`config.mk`:
```
export PLATFORM = sky130hd
export DESIGN_NAME = turfio_cout_surf_tx
export DESIGN_NICKNAME = d
export VERILOG_FILES = /design/src/rtl/turfio_cout_surf_tx.sv
export SDC_FILE = /design/constraint.sdc
export NUM_CORES = 1
export LEC_CHECK = 0
export BUFFER_PORTS_ARGS = -buffer_cell sky130_fd_sc_hd__buf_2
export CORE_MARGIN = 1
export CORE_UTILIZATION = 45
export DETAILED_ROUTE_END_ITERATION = 6
export PLACE_DENSITY = 0.71
export SETUP_SLACK_MARGIN = 0.5
export SYNTH_ARGS = -nofsm -noshare
export SYNTH_HDL_FRONTEND = slang
export SYNTH_SLANG_ARGS = --single-unit
export TNS_END_PERCENT = 10
```
`constraint.sdc`:
```
create_clock -name rxclk_i -period 4 [get_ports rxclk_i]
set_input_delay 1.2 -clock rxclk_i [delete_from_list [all_inputs] [get_ports rxclk_i]]
set_output_delay 1.2 -clock rxclk_i [all_outputs]
set_load 0.02 [all_outputs]
```
`src/rtl/turfio_cout_surf_tx.sv`:
```
// SURF->TURFIO COUT transmit framer: 32-bit words out as 4-bit nibbles, MSB nibble first.
module turfio_cout_surf_tx #(
    parameter logic [31:0] TRAIN_PATTERN = 32'hA55A6996,
    parameter logic [31:0] IDLE_WORD     = 32'h00000000
) (
    input  logic        rxclk_i,
    input  logic        rst_i,
    input  logic        enable_i,
    input  logic        train_i,
    input  logic [31:0] data_i,
    input  logic        data_valid_i,
    output logic        data_ready_o,
    output logic [3:0]  cout_o,
    output logic        word_start_o,
    output logic [1:0]  state_o,
    output logic [15:0] words_sent_o
);

    localparam int unsigned WORD_W = 32;
    localparam int unsigned NIB_W  = 4;
    localparam int unsigned CNT_W  = 3;
    localparam int unsigned WCNT_W = 16;

    typedef enum logic [1:0] {
        ST_OFF   = 2'b00,
        ST_TRAIN = 2'b01,
        ST_RUN   = 2'b10
    } state_t;

    state_t              state_q, state_d;
    logic [CNT_W-1:0]    cnt_q, cnt_d;
    logic [WORD_W-1:0]   word_q, word_d;
    logic [NIB_W-1:0]    cout_q, cout_d;
    logic                ws_q, ws_d;
    logic [WCNT_W-1:0]   words_q, words_d;
    logic [CNT_W-1:0]    nxt_idx;
    logic                load_c;
    logic                xfer_c;

    // Word boundary: first cycle after enable from OFF, or last nibble of a word
    assign load_c       = enable_i && ((state_q == ST_OFF) || (cnt_q == 3'd7));
    assign data_ready_o = load_c && !train_i && !rst_i;
    assign xfer_c       = data_ready_o && data_valid_i;

    // Next-state, word load and nibble selection
    always_comb begin
        state_d = state_q;
        cnt_d   = cnt_q;
        word_d  = word_q;
        cout_d  = 4'hF;
        ws_d    = 1'b0;
        words_d = words_q + {15'd0, xfer_c};
        nxt_idx = cnt_q + 3'd1;
        if (!enable_i) begin
            // Disable aborts the in-flight word; line idles at all-ones
            state_d = ST_OFF;
            cnt_d   = '0;
        end else if (load_c) begin
            state_d = train_i ? ST_TRAIN : ST_RUN;
            if (train_i)
                word_d = TRAIN_PATTERN;
            else if (data_valid_i)
                word_d = data_i;
            else
                word_d = IDLE_WORD;
            cnt_d  = '0;
            cout_d = word_d[31:28];
            ws_d   = 1'b1;
        end else begin
            // Nibble k sits at bits 31-4k; {~k,2'b11} is that index for a 3-bit k
            cnt_d  = nxt_idx;
            cout_d = word_q[{~nxt_idx, 2'b11} -: 4];
        end
    end

    // State and output registers
    always_ff @(posedge rxclk_i or posedge rst_i) begin
        if (rst_i) begin
            state_q <= ST_OFF;
            cnt_q   <= '0;
            word_q  <= IDLE_WORD;
            cout_q  <= 4'hF;
            ws_q    <= 1'b0;
            words_q <= '0;
        end else begin
            state_q <= state_d;
            cnt_q   <= cnt_d;
            word_q  <= word_d;
            cout_q  <= cout_d;
            ws_q    <= ws_d;
            words_q <= words_d;
        end
    end

    assign cout_o       = cout_q;
    assign word_start_o = ws_q;
    assign state_o      = state_q;
    assign words_sent_o = words_q;

endmodule

```
==> results.json, run 1 <==
{
  "yosysTopAreaCellShare": 0.530,
  "place.gp.congestion": 0.797,
  "p_per_area_nw_per_um2": 478,
  "final_cell_count_no_fill": 356,
  "areaGrowthSynthToFinish_pct": 22.9,
  "async_flop_share": 1.00,
  "p_leak_nw": 1.56,
  "crit_type": "input port to output port",
  "viasPerCell": 5.25,
  "synth_largest_area_cell": "dfrtp_1",
  "start_util": 0.466,
  "clockBufferDepth": 2,
  "post_synth.cell_area_avg_sq_um": 11.9,
  "synthCells": 215,
  "cts_buffers": 9,
  "tightest_slew_ns": 0.817,
  "cp-end-kind": "output port",
  "ys_top_cells_by_count": "dfrtp_1, nand2_1, a21oi_1",
  "h-tree-depth": 3,
  "synthTopCellsByArea": "dfrtp_1, mux4_2, a22o_1",
  "clk_latency_ns": 0.33,
  "hold_viol": 0,
  "startpoint_type": "input port",
  "top_layer_used": "met4",
  "fin_crit_sh": 0.797,
  "grt_max_degree": 46,
  "ys_ff_latch": 58,
  "synth_warnings": 0,
  "io_pins": 61,
  "drt_iter0_drc": 100,
  "grt_pass1_wl_um": 8570,
  "cts_setup_buffers": 0,
  "outcome": "finished clean",
  "wl_met2_um": 2320,
  "ant_nets": 0,
  "clk_pin_slew_ns": 0.06,
  "skew_ns": 0.0110,
  "cp_top_family": "buffers and inverters",
  "fmax_mhz": 314,
  "io_buffers": 60,
  "slew_headroom": 0.454,
  "first_pass_iters": 4,
  "period_needed_ns": 3.19,
  "wl_per_cell_um": 14.7,
  "wl_met1_um": 2560,
  "die_area_sq_um": 5970,
  "synth_nets": 256,
  "critPathMaxStageDelay_ns": 0.29,
  "path_common_cell": "buf_2",
  "tritoncts": "done",
  "grt_antenna_before_repair": 0,
  "fin_setup_tns_ns": 0,
  "antenna_cells": 0,
  "drive_above_1_share": 0.352,
  "synth_area_sq_um": 2550,
  "core_area_sq_um": 5470,
  "synth_flop_cell": "dfrtp_1",
  "row_count": 27,
  "drc": 0,
  "final_nets": 320,
  "cts.sinks": 58,
  "num_vias": 1868,
  "synthDistinctLibCells": 34,
  "grt_pass1_vias": 1735,
  "hold_buffers": 0,
  "cp_slowest_cell": "nor3_1",
  "cp.arrival_ns": 1.99,
  "worstPathRequired_ns": 2.80,
  "yosysSeqAreaShare": 0.571,
  "hold_ws_ns": 0.472,
  "grt_overflow": 0,
  "grt_use_total": 0.195,
  "clockRootBuffer": "clkbuf_8",
  "synth-edff-count": 0,
  "maxSlewViolCount": 0,
  "hold_path_class": "flip-flop to flip-flop",
  "cts.repair.resized": 0,
  "yosysMostFrequentCell": "dfrtp_1",
  "max_cap_violations": 0,
  "cp_num_buf_inv": 2,
  "setup-violations-final": 0,
  "fill_cells": 493,
  "wl_met3_um": 245,
  "crit_path_cell_trace": "buf_2 > nand2b_1 > nor3_1 > buf_2",
  "grt_setup_unrepaired": "false",
  "place_hpwl_um": 3690,
  "peakVddDrop_v": 0.000238,
  "die_h_um": 77.3,
  "wirelength_um": 5230,
  "cp_max_fo": 10,
  "dp_cells": 340,
  "dieWidth_um": 77.3,
  "r2r_slack_ns": 1.37
}
==> flip-flops by register name, summed over array words and instances, names as in the netlist <==
signal / cells
cout_o: 4
state_o: 2
word_q: 32
words_sent_o: 16
cnt_q: 3
word_start_o: 1
==> area by class of cell <==
cell class	instances	area, sq um	share of cell area
Clock buffer	14	173	0.0551
Clock inverter	2	35.0	0.0112
Inverter	4	15.0	0.00479
Multi-Input combinational cell	139	1010	0.323
Sequential cell	58	1460	0.465
Tap cell	72	90.1	0.0288
Timing Repair Buffer	67	353	0.113
==> metrics by stage <==
stage / power [mW] / worst slack, ns / util / instance area [sq um]
final: 1.50 / 0.813 / 0.572 / 3130
after floorplan: 0.873 / 0.752 / - / 2550
after CTS: 1.51 / 0.829 / 0.572 / 3130
after global routing: 1.57 / 0.734 / 0.572 / 3130
after detailed placement: 0.957 / 0.838 / 0.535 / 2930
after global placement: 0.950 / 0.820 / 0.535 / 2930
==> logic make-up after synthesis <==
kind of cell	Yosys count	share of synthesized area
AND/OR/NAND/NOR	58	0.112
flip-flops	58	0.571
AO/OA/AOI/OAI	53	0.135
buffers and inverters	18	0.0344
XOR/XNOR	14	0.0481
multiplexers	10	0.0785
adder cells (fa/ha/maj)	4	0.0196
==> power by group <==
part | total, mW | switching [mW] | internal [mW]
logic | 0.236 | 0.129 | 0.107
clock network | 0.553 | 0.215 | 0.338
registers | 0.709 | 0.0457 | 0.663
total | 1.50 | 0.389 | 1.11
==> cell usage in the layout (no fill, tap or decap), types with 3 or more instances in the layout <==
| master | count |
|---|---|
| buf_2 | 60 |
| dfrtp_1 | 54 |
| nand2_1 | 26 |
| a21oi_1 | 17 |
| o21ai_0 | 15 |
| a22o_1 | 14 |
| clkbuf_8 | 12 |
| mux4_2 | 8 |
| xnor2_1 | 7 |
| xor2_1 | 7 |
| buf_4 | 7 |
| nand3_1 | 6 |
| nor2_1 | 5 |
| nand4_1 | 4 |
| nor3_1 | 4 |
| ha_1 | 4 |
| dfstp_2 | 4 |
| inv_1 | 3 |
==> path summary, 6_finish.rpt <==
path                             startpoint                to  cells past startpoint
max                                enable_i      data_ready_o                      4
min                        words_sent_o[15]  words_sent_o[15]                      1
max reg2reg                        cnt_q[0]  words_sent_o[12]                     11
min reg2reg                words_sent_o[15]  words_sent_o[15]                      1
max in group asynchronous             rst_i         cout_o[3]                      3
min in group asynchronous             rst_i        word_q[19]                      2
==> routing by layer <==
| metal | vias to the layer above | GRT usage |
|---|---|---|
| met5 | - | 0 |
| met4 | 0 | 0.130 |
| met3 | 9 | 0.0321 |
| met2 | 55 | 0.273 |
| met1 | 907 | 0.278 |
| li1 | 897 | - |
Note: power is estimated with default switching activity, not from simulation.
==> run 2, diff against run 1 <==
==> constraint.sdc (replaced) <==
create_clock -name rxclk_i -period 3.1 [get_ports rxclk_i]
set_input_delay 0.93 -clock rxclk_i [delete_from_list [all_inputs] [get_ports rxclk_i]]
set_output_delay 0.93 -clock rxclk_i [all_outputs]
set_load 0.02 [all_outputs]
==> results.json, run 2 (synthesis results as in run 1) <==
{
  "outcome": "finished clean",
  "drive_above_1_share": 0.389,
  "dieWidth_um": 77.3,
  "core_area_sq_um": 5470,
  "whs_endpoint": "words_sent_o[15]",
  "r2r_slack_ns": 0.81,
  "period_needed_ns": 2.57,
  "cts_buffers": 9,
  "dp_cells": 339,
  "cp_num_buf_inv": 1,
  "cp_slowest_cell": "dfrtp_1",
  "place_hpwl_um": 3640,
  "wl_met2_um": 2420,
  "final_nets": 321,
  "slew_headroom": 0.494,
  "cp_top_family": "flip-flops",
  "clk_pin_slew_ns": 0.07,
  "place.gp.congestion": 0.751,
  "final_common_cell": "buf_2",
  "p_leak_nw": 1.56,
  "critPathMaxStageDelay_ns": 0.38,
  "start_util": 0.466,
  "fin_util": 0.580,
  "die_area_sq_um": 5970,
  "clk_latency_ns": 0.33,
  "skew_ns": 0.00525,
  "num_vias": 1878,
  "io_pins": 61,
  "maxSlewViolCount": 0,
  "tightest_slew_ns": 0.757,
  "total_power_mw": 1.87,
  "p_per_area_nw_per_um2": 590,
  "crit_path_cell_trace": "ha_1 > ha_2 > o21ba_4 > nand2b_4 > nor3_4 > buf_6",
  "grt_setup_unrepaired": "true",
  "grt_pass1_vias": 1832,
  "final_cell_count_no_fill": 357,
  "cts.sinks": 58,
  "wl_met3_um": 202,
  "holdPathStages": 1,
  "wl_met1_um": 2560,
  "grt_use_total": 0.196,
  "fmax_mhz": 389,
  "first_pass_iters": 6,
  "grt_antenna_before_repair": 0,
  "hold_path_class": "flip-flop to flip-flop",
  "peakVddDrop_v": 0.000290,
  "areaGrowthSynthToFinish_pct": 24.5,
  "top_layer_used": "met4",
  "clockRootBuffer": "clkbuf_8",
  "die_h_um": 77.3,
  "row_count": 27,
  "worst_r2r_startpoint": "cnt_q[0]",
  "largest_register": "word_q",
  "tritoncts": "done",
  "reg2regPathDepth": 10,
  "h-tree-depth": 3,
  "cp.arrival_ns": 1.64,
  "hold_viol": 0,
  "cp_max_fo": 3,
  "preCtsSetupSlack_ns": 0.500,
  "ant_nets": 0,
  "worstPathRequired_ns": 2.17,
  "grt_overflow": 0,
  "io_buffers": 60,
  "grt_max_degree": 46,
  "drt_iter0_drc": 76,
  "wirelength_um": 5250,
  "drc": 0,
  "hp-start": "words_sent_o[15]",
  "grt_pass1_wl_um": 8850,
  "antenna_cells": 0,
  "fin_setup_tns_ns": 0,
  "viasPerCell": 5.26,
  "fin_crit_sh": 0.829,
  "wl_per_cell_um": 14.7,
  "setup-violations-final": 0,
  "max_cap_violations": 0,
  "crit_type": "flip-flop to output port",
  "clockBufferDepth": 2,
  "hold_buffers": 0,
  "startpoint_type": "flip-flop",
  "largest_reg_flops": 32,
  "layout_common_cells": "buf_2, dfrtp_1, nand2_1",
  "cp-end-kind": "output port",
  "setup_ws_ns": 0.531,
  "crit_start": "cnt_q[0]",
  "reg2reg_to": "words_sent_o[11]"
}
==> run 2: cell count changes in the layout (fill, tap and decap cells not counted), sizes merged <==
cell	delta
bufinv	-1
clkbuf	-2
buf	+1
clkinvlp	+2
clkinv	+1
==> run 2: layout make-up <==
type,count,area [sq um]
multi-input combinational,139,1060
clock buffer,12,165
timing repair buffer,68,367
sequential,58,1460
tap,72,90.1
fill,483,2300
inverter,4,15.0
clock inverter,4,25.0
==> run 2: how the worst max path moves through the flow <==
stage	depth (start not counted)	slack (ns)	endpoint
floorplan	9	0.51	words_sent_o[11]
global placement	8	0.55	words_sent_o[11]
detailed placement	8	0.50	words_sent_o[11]
CTS	6	0.52	data_ready_o
global route	6	0.46	data_ready_o
finish	6	0.53	data_ready_o
==> run 2: power breakdown <==
group	leakage (nW)	internal (mW)	switching (mW)
logic	0.724	0.144	0.167
registers	0.741	0.855	0.0604
clock network	0.0944	0.352	0.295
==> run 2: timing repair <==
item	CTS	global route
gates cloned	0	0
buffers inserted	1	1
setup endpoints to repair	1	1
resized for setup	5	0
pin swaps	1	0
==> run 2: per-layer routing <==
metal	vias up	GRT usage
li1	901	-
met1	920	0.282
met2	52	0.282
met3	5	0.0548
met4	0	0.0679
met5	-	0
==> run 2: metrics by stage <==
step | area, sq um | hold WS, ns
floorplan | 2590 | 0.441
global route | 3170 | 0.490
global placement | 2950 | 0.457
finish | 3170 | 0.468
CTS | 3170 | 0.475
detailed placement | 2950 | 0.460
